[config.mk]
export PLATFORM = sky130hd
export DESIGN_NAME = config_chain_loader
export DESIGN_NICKNAME = d
export VERILOG_FILES = /design/src/rtl/config_chain_loader.sv
export SDC_FILE = /design/constraint.sdc
export NUM_CORES = 1
export LEC_CHECK = 0
export CAP_MARGIN = 5
export CORE_MARGIN = 5
export CORE_UTILIZATION = 42
export CTS_BUF_LIST = sky130_fd_sc_hd__clkbuf_16
export DETAILED_ROUTE_END_ITERATION = 16
export HOLD_SLACK_MARGIN = 0.03
export SETUP_SLACK_MARGIN = 0.1
export SLEW_MARGIN = 20
export SYNTH_ARGS = -nofsm -noshare
export SYNTH_HDL_FRONTEND = slang
export SYNTH_SLANG_ARGS = --single-unit
[constraint.sdc]
create_clock -name clk -period 2.2 [get_ports clk]
set_input_delay 0.22 -clock clk [delete_from_list [all_inputs] [get_ports clk]]
set_output_delay 0.22 -clock clk [all_outputs]
set_load 0.01 [all_outputs]
[src/rtl/config_chain_loader.sv]
// Serial configuration chain loader: streams host words into a config shift
// chain (LOAD) or recirculates the chain to check its CRC against the last load (VERIFY).
module config_chain_loader #(
  parameter int CHAIN_LEN = 320,
  parameter int WORD_W    = 8
) (
  input  logic              clk,
  input  logic              GSR,
  input  logic              cmd_start,
  input  logic              cmd_verify,
  input  logic              cmd_abort,
  input  logic [WORD_W-1:0] word_in,
  input  logic              word_valid,
  output logic              word_ready,
  output logic              cfg_in,
  output logic              cfg_en,
  input  logic              cfg_out,
  output logic              busy,
  output logic              done,
  output logic              crc_err,
  output logic [7:0]        crc_val
);

  localparam int CNT_W = $clog2(CHAIN_LEN + 1);
  localparam int IDX_W = $clog2(WORD_W + 1);
  localparam logic [CNT_W-1:0] LAST_BIT = CNT_W'(CHAIN_LEN - 1);
  localparam logic [IDX_W-1:0] LAST_IDX = IDX_W'(WORD_W - 1);

  typedef enum logic [2:0] {
    IDLE,
    FETCH,
    SHIFT,
    RECIRC,
    FINISH
  } state_t;

  state_t            state;
  state_t            state_nxt;
  logic [WORD_W-1:0] buffer;
  logic [CNT_W-1:0]  bit_cnt;
  logic [IDX_W-1:0]  bit_idx;
  logic [7:0]        crc_acc;
  logic [7:0]        crc_nxt;
  logic              serial_bit;
  logic              is_load;

  // CRC-8 (0x07), one serial bit per call, MSB-first.
  function automatic logic [7:0] crc8_step(input logic [7:0] c, input logic b);
    logic fb;
    fb = c[7] ^ b;
    return {c[6:0], 1'b0} ^ (fb ? 8'h07 : 8'h00);
  endfunction

  // One accumulator serves both operations: LOAD feeds it the outgoing bit,
  // VERIFY feeds it the bit coming back from the end of the chain.
  assign serial_bit = (state == SHIFT) ? buffer[0] : cfg_out;
  assign crc_nxt    = crc8_step(crc_acc, serial_bit);

  // NOTE: every output and next-state signal gets a default before the case so
  // no path leaves it unassigned and no latch is inferred.
  always_comb begin
    state_nxt  = state;
    word_ready = 1'b0;
    cfg_en     = 1'b0;
    cfg_in     = 1'b0;
    done       = 1'b0;
    busy       = (state != IDLE);
    case (state)
      IDLE: begin
        if (cmd_start) state_nxt = cmd_verify ? RECIRC : FETCH;
      end
      FETCH: begin
        word_ready = 1'b1;
        if (word_valid) state_nxt = SHIFT;
      end
      SHIFT: begin
        cfg_en = 1'b1;
        cfg_in = buffer[0];
        // Chain end wins over word end, which drops the unused top of the last word.
        if (bit_cnt == LAST_BIT)      state_nxt = FINISH;
        else if (bit_idx == LAST_IDX) state_nxt = FETCH;
      end
      RECIRC: begin
        cfg_en = 1'b1;
        cfg_in = cfg_out;
        if (bit_cnt == LAST_BIT) state_nxt = FINISH;
      end
      FINISH: begin
        done      = 1'b1;
        state_nxt = IDLE;
      end
      default: state_nxt = IDLE;
    endcase
    if (cmd_abort) state_nxt = IDLE;
  end

  // NOTE: sequential state uses non-blocking assignments so every register
  // samples the pre-edge values regardless of statement order.
  always_ff @(posedge clk or posedge GSR) begin
    if (GSR) begin
      state   <= IDLE;
      // NOTE: the word buffer is a plain register, not a memory, so it is reset
      // along with the control state at no real cost.
      buffer  <= '0;
      bit_cnt <= '0;
      bit_idx <= '0;
      crc_acc <= '0;
      crc_val <= '0;
      crc_err <= 1'b0;
      is_load <= 1'b0;
    end else begin
      state <= state_nxt;
      if (!cmd_abort) begin
        case (state)
          IDLE: begin
            if (cmd_start) begin
              bit_cnt <= '0;
              bit_idx <= '0;
              crc_acc <= 8'h00;
              is_load <= ~cmd_verify;
              if (cmd_verify) crc_err <= 1'b0;
            end
          end
          FETCH: begin
            if (word_valid) begin
              buffer  <= word_in;
              bit_idx <= '0;
            end
          end
          SHIFT: begin
            buffer  <= buffer >> 1;
            bit_cnt <= bit_cnt + 1'b1;
            bit_idx <= bit_idx + 1'b1;
            crc_acc <= crc_nxt;
          end
          RECIRC: begin
            bit_cnt <= bit_cnt + 1'b1;
            crc_acc <= crc_nxt;
            if (bit_cnt == LAST_BIT) crc_err <= (crc_nxt != crc_val);
          end
          FINISH: begin
            if (is_load) crc_val <= crc_acc;
          end
          default: ;
        endcase
      end
    end
  end

endmodule
======== After elaboration in Yosys (flattened, before gate mapping) ========
Index checks and enable logic that the tools add are counted.
word-level totals
  bits in registers ....................... 42
  input bits .............................. 15
  output and inout bits ................... 14
  word-level logic and storage cells ...... 70
cells by class
  add/sub/neg operators ................... 2
  equality and inequality tests ........... 15
  muxes and demuxes ....................... 27
  bitwise gates (word level) .............. 4
  reduce and logical (&&, ||, !) cells .... 14
operator list
  cell                                                    number
  case mux 8 bit (2 select lines)                         2
  two-way mux 3 bit                                       7
  case mux 9 bit (2 select lines)                         1
  two-way mux 8 bit                                       2
  case mux 3 bit (4 select lines)                         1
  case mux 4 bit (3 select lines)                         1
  AND reduction 3 bit                                     4
  adder 9 x 1 -> 9 bit (second input constant)            1
  equality test 9 bit (second input constant)             1
  two-way mux 9 bit                                       1
  inequality test 3 bit (second input constant)           3
  two-way mux 4 bit                                       2
  inequality test 2 bit (second input constant)           4
  inequality test 8 bit                                   1
  AND reduction 4 bit                                     2
  XOR 8 x 3 -> 8 bit                                      1
  two-way mux 1 bit                                       7
  equality test 3 x 2 -> 1 bit (second input constant)    2
  nonzero test 2 bit                                      3
  nonzero test 3 bit                                      2
  AND reduction 5 bit                                     1
  adder 4 x 1 -> 4 bit (second input constant)            1
  equality test 4 x 3 -> 1 bit (second input constant)    1
  inequality test 4 x 2 -> 1 bit (second input constant)  1
  8 further kinds                                         10

======== Depth between registers and ports, before layout ========
  depth in word-level cells ............... 8
  depth in mapped cells ................... 7

======== Worst setup path before layout ========
No wires, ideal clock.
  path type ............................... register -> register
  start ................................... register state[0]
  end ..................................... register crc_err
  library setup time ...................... 0.134 ns
  arrival ................................. 1.594 ns
  required time ........................... 2.066 ns
  path slack .............................. 0.472 ns
  stages on the path, launching flop included .. 8
  path buffers ............................ 2
  period minus slack after synthesis ...... 1.728 ns
  path through ............................ dfrtp_1 -> buf_6 -> nor3b_2 -> buf_6 -> mux2i_1 -> xnor2_2 -> mux2i_1 -> o211ai_2
on the way
  cells in the longest elaborated chain, start to end .. 8
  elaborated cells between the ends (all ways) .. 15
  those cells by class .................... eq/ne: 6; mux: 4; bitwise: 2; reduce/logical: 3
ends and longest elaborated chain
  what                             line  source
  start: declaration               37    state_t state;
  start signal: assignment         112   state <= state_nxt;
  equality test 3 x 2 -> 1 bit     56    assign serial_bit = (state == SHIFT) ? buffer[0] : cfg_out;
  two-way mux 1 bit                56
  XOR 1 bit                        50    fb = c[7] ^ b;
  two-way mux 3 bit                51    return {c[6:0], 1'b0} ^ (fb ? 8'h07 : 8'h00);
  XOR 8 x 3 -> 8 bit               51
  inequality test 8 bit            139   if (bit_cnt == LAST_BIT) crc_err <= (crc_nxt != crc_val);
  two-way mux 1 bit                139
  case mux 1 bit (2 select lines)  114   case (state)
  end signal: assignment           139
  end: declaration                 20    output logic crc_err,
Parallel ways exist; a longest one is shown, timed or not. The select of a mux whose other input is x is not followed.
A chain may end at the register's enable or synchronous reset.

======== Worst setup path after layout ========
  start ................................... register state[0]
  end ..................................... output port cfg_in
on the way
  cells in the longest elaborated chain, start to end .. 2
  elaborated cells between the ends (all ways) .. 3
  those cells by class .................... eq/ne: 2; mux: 1
ends and longest elaborated chain
  what                               line  source
  equality test 3 x 2 -> 1 bit       68    case (state)
  case mux 1 bit (2 select lines) *  68
  end: declaration                   15    output logic cfg_in,
Every way passes the cells marked *; elsewhere a longest branch is shown, timed or not.

==> impl_results.md <==
- Layout cell share with drive strength beyond 1: 0.122
- Hpwl dp: 3.31 mm
- Number of flops mapped to enable cells by yosys: 0
- Drt pass-1 iters: 4
- Die Ht: approximately 80 µm
- Synth top area share: 0.495
- Max VDD drop: 371 µV
- Worst reg2reg path depth: 5
- Final ANT Viol Nets: 0
- IO Count: 29
- Core ar.: 4820 µm²
- CTS root buffer: clkbuf_16
- Syn nets: 220
- Vias: 1,643
- Post-synthesis register bit count: 42
- GPL Wtd Cong: 0.792
- Critical Path RT: approximately 2 ns
- Main synth FF type: dfrtp_1
- Main combinational cell family by area after synthesis: simple AND/OR/NAND/NOR gates
- Initial Util: 0.441
- Initial antenna violation count: 0
- Crit. End Element: output pin
- Status: completed
- Resize count post-CTS: 0
- Drt drc: 0
- Critical path cell sequence: buf_4, mux2i_1, nor2_1, clkdlybuf4s50_1
- Slew headroom: 0.644
- CP max FO: 12
- H-tree depth: 2
- Top delay family on crit path: buffers and inverters
- Worst Hold Class: in -> async
- Xor/xnor share of the synthesized area: 0.0531
- Min Tclk post-route: 1.97 ns
- WL/cell: 15.2 µm
- Hold WS: between 0.3 and 0.4 ns
- Critical Path AT: 1.75 ns
- Post-CTS Setup Repair Bufs: 0
- First-pass GRT wire length: 7.91 mm
- Critical path startpoint: state[0]
- Slowest Stage Delay on Critical Path: 0.56 ns
- Synth area leader: dfrtp_1
- Setup tns final: 0 ns
- Clock Tree Buf Depth: 2
- Final hold violation count: 0
- Endpoints failing setup: 0
- CTS clock-pin slew for the worst setup and hold paths: 0.06 ns
- Pre-CTS setup slack: 0.320 ns
- Syn_area_per_cell: 10.5 µm²
- Reg2reg setup slack: approximately 0.44 ns
- Slew @ Worst Pin: around 0.53 ns
- Synth warn: 0
- Placement Rows: 25
- Largest net degree at the start of global routing: 43
- Synthesis-to-finish area growth: 23.6%
- Synth top cells by count: 42 x dfrtp_1, 19 x nor2_1, 18 x o21ai_0
- Max Clk Rate: 0.508 GHz
- Worst-Skew Late Latency: 0.28 ns
- Cell Area, Synth: roughly 2100 µm²
- Fillers: 460
- TritonCTS buffer count: 5
- PnR worst setup slack: roughly 0.23 ns
- Final worst-path cycle share: 0.894
- Post-cts hold buffer count: 0
- Crit path max-delay cell type: clkdlybuf4s50_1
- Final #Nets: 253
- Max-cap violation count: 0
- Setup crit start kind: register
- Register area share after synthesis: 0.495
- Synth Area in Simple Gates: 0.159
- Routed wire length: 4.61 mm
- Worst setup path end: cfg_in
- Buf+Inv Stages, Crit Path: 2
- Synth area leaders: dfrtp_1 50%, mux2i_1 6.1%, o21ai_0 4.2%, mux2_2 4.2%, a22o_1 4.1%
- Port bufs: 28
- RSZ-0062 raised after global routing: false
- Stages on worst setup path: 4
- Vias/cell: 5.40
- PD cells: 951 nW/µm²
- P_leak: 1.17 nW
- Crit path kind: reg -> out
- Overall die width: 81.1 µm
- Synth Instances: 203
- FF/Latch Area: 1050 µm²
- Worst Clk Skew: 0.00894 ns
- Die ar.: 6570 µm²
- Num Clock Sinks: 42
- GRT Overall Usage: 0.159
- Synth async-reset ratio: 1.00
- Fin. max-slew vios: 0
- GRT Residual Overflow: 0
- Post-synthesis mux area share: 0.104
- Compound-Gate Fraction of Synth Area: 0.147
- Antenna diodes: 0
- RR Endpoint: crc_err
- Area of the multi-input gates: approximately 1000 µm²
- Top-count cell post-synth: dfrtp_1
- Vias in the first global route: 1,676
- Initial DRC count: 82
- Count of different cell masters after synthesis: 40
- Worst R2R Start: state[0]
- CTS tree: built
- Adder-cell share of the synthesized area: 0.0118
[layout make-up]
type | count | share of cell area
sequential | 42 | 0.402
clock inverter | 3 | 0.00477
inverter | 3 | 0.00429
tap | 67 | 0.0320
timing repair buffer | 34 | 0.124
multi-input combinational | 150 | 0.385
clock buffer | 5 | 0.0477
[where the power goes]
part           internal (W)  switching [W]
combinational      0.000348       0.000350
sequential         0.000937       0.000170
clock              0.000410       0.000280
[state kept, by name, summed over array words and instances (netlist names)]
register	count
bit_cnt	9
bit_idx	4
buffer	8
crc_acc	8
crc_err	1
crc_val	8
is_load	1
state	3
[worst min path at each step]
stage	from	end	slack (ns)	cells after the start
global placement	bit_cnt[4]	bit_cnt[4]	0.48	1
detailed placement	is_load	is_load	0.49	2
floorplan	cmd_abort	state[0]	0.29	1
CTS	GSR	buffer[6]	0.40	3
global route	GSR	buffer[7]	0.47	3
finish	GSR	buffer[6]	0.37	3
[logic make-up after synthesis]
family / count (synthesis)
AO/OA/AOI/OAI: 48
XOR/XNOR: 12
adder cells (fa/ha/maj): 2
buffers and inverters: 11
flip-flops: 42
multiplexers: 21
AND/OR/NAND/NOR: 67
[metrics by stage]
stage	util	std cells	total power, W	area, µm²
final	0.545	304	0.00249	2620
after global placement	0.515	296	0.00179	2480
after global routing	0.545	304	0.00268	2620
after floorplan	-	203	0.00160	2120
after CTS	0.543	304	0.00252	2620
after detailed placement	0.515	296	0.00182	2480
[worst register-to-register path: cells and delay by family (launching register included)]
family / cells / cell delay, ns
AO/OA/AOI/OAI: 1 / 0.09
XOR/XNOR: 1 / 0.21
AND/OR/NAND/NOR: 1 / 0.27
multiplexers: 2 / 0.58
flip-flops: 1 / 0.49
[routing by layer]
metal  share of wire  vias to the layer above  global-route usage
li1                -                      791                   -
met5               0                        -                   0
met2            0.49                       32               0.257
met1            0.45                      815               0.205
met3           0.047                        5              0.0432
met4           0.013                        0              0.0574
[layout by cell type, fill, tap and decap left out, types with 5 or more instances in the layout]
cell type        synthesis  layout
o21ai_0                 18      18
a21oi_1                  8       8
buf_4                    1       6
nand3_1                  9       9
a22o_1                  10      10
clkbuf_16                0       5
nor2_1                  19      19
mux2_2                   8       8
mux2i_1                 13      13
xor2_1                   9       9
nand2_1                 14      14
dfrtp_1                 42      39
clkdlybuf4s50_1          0      28
(Power assumes the default switching activity.)
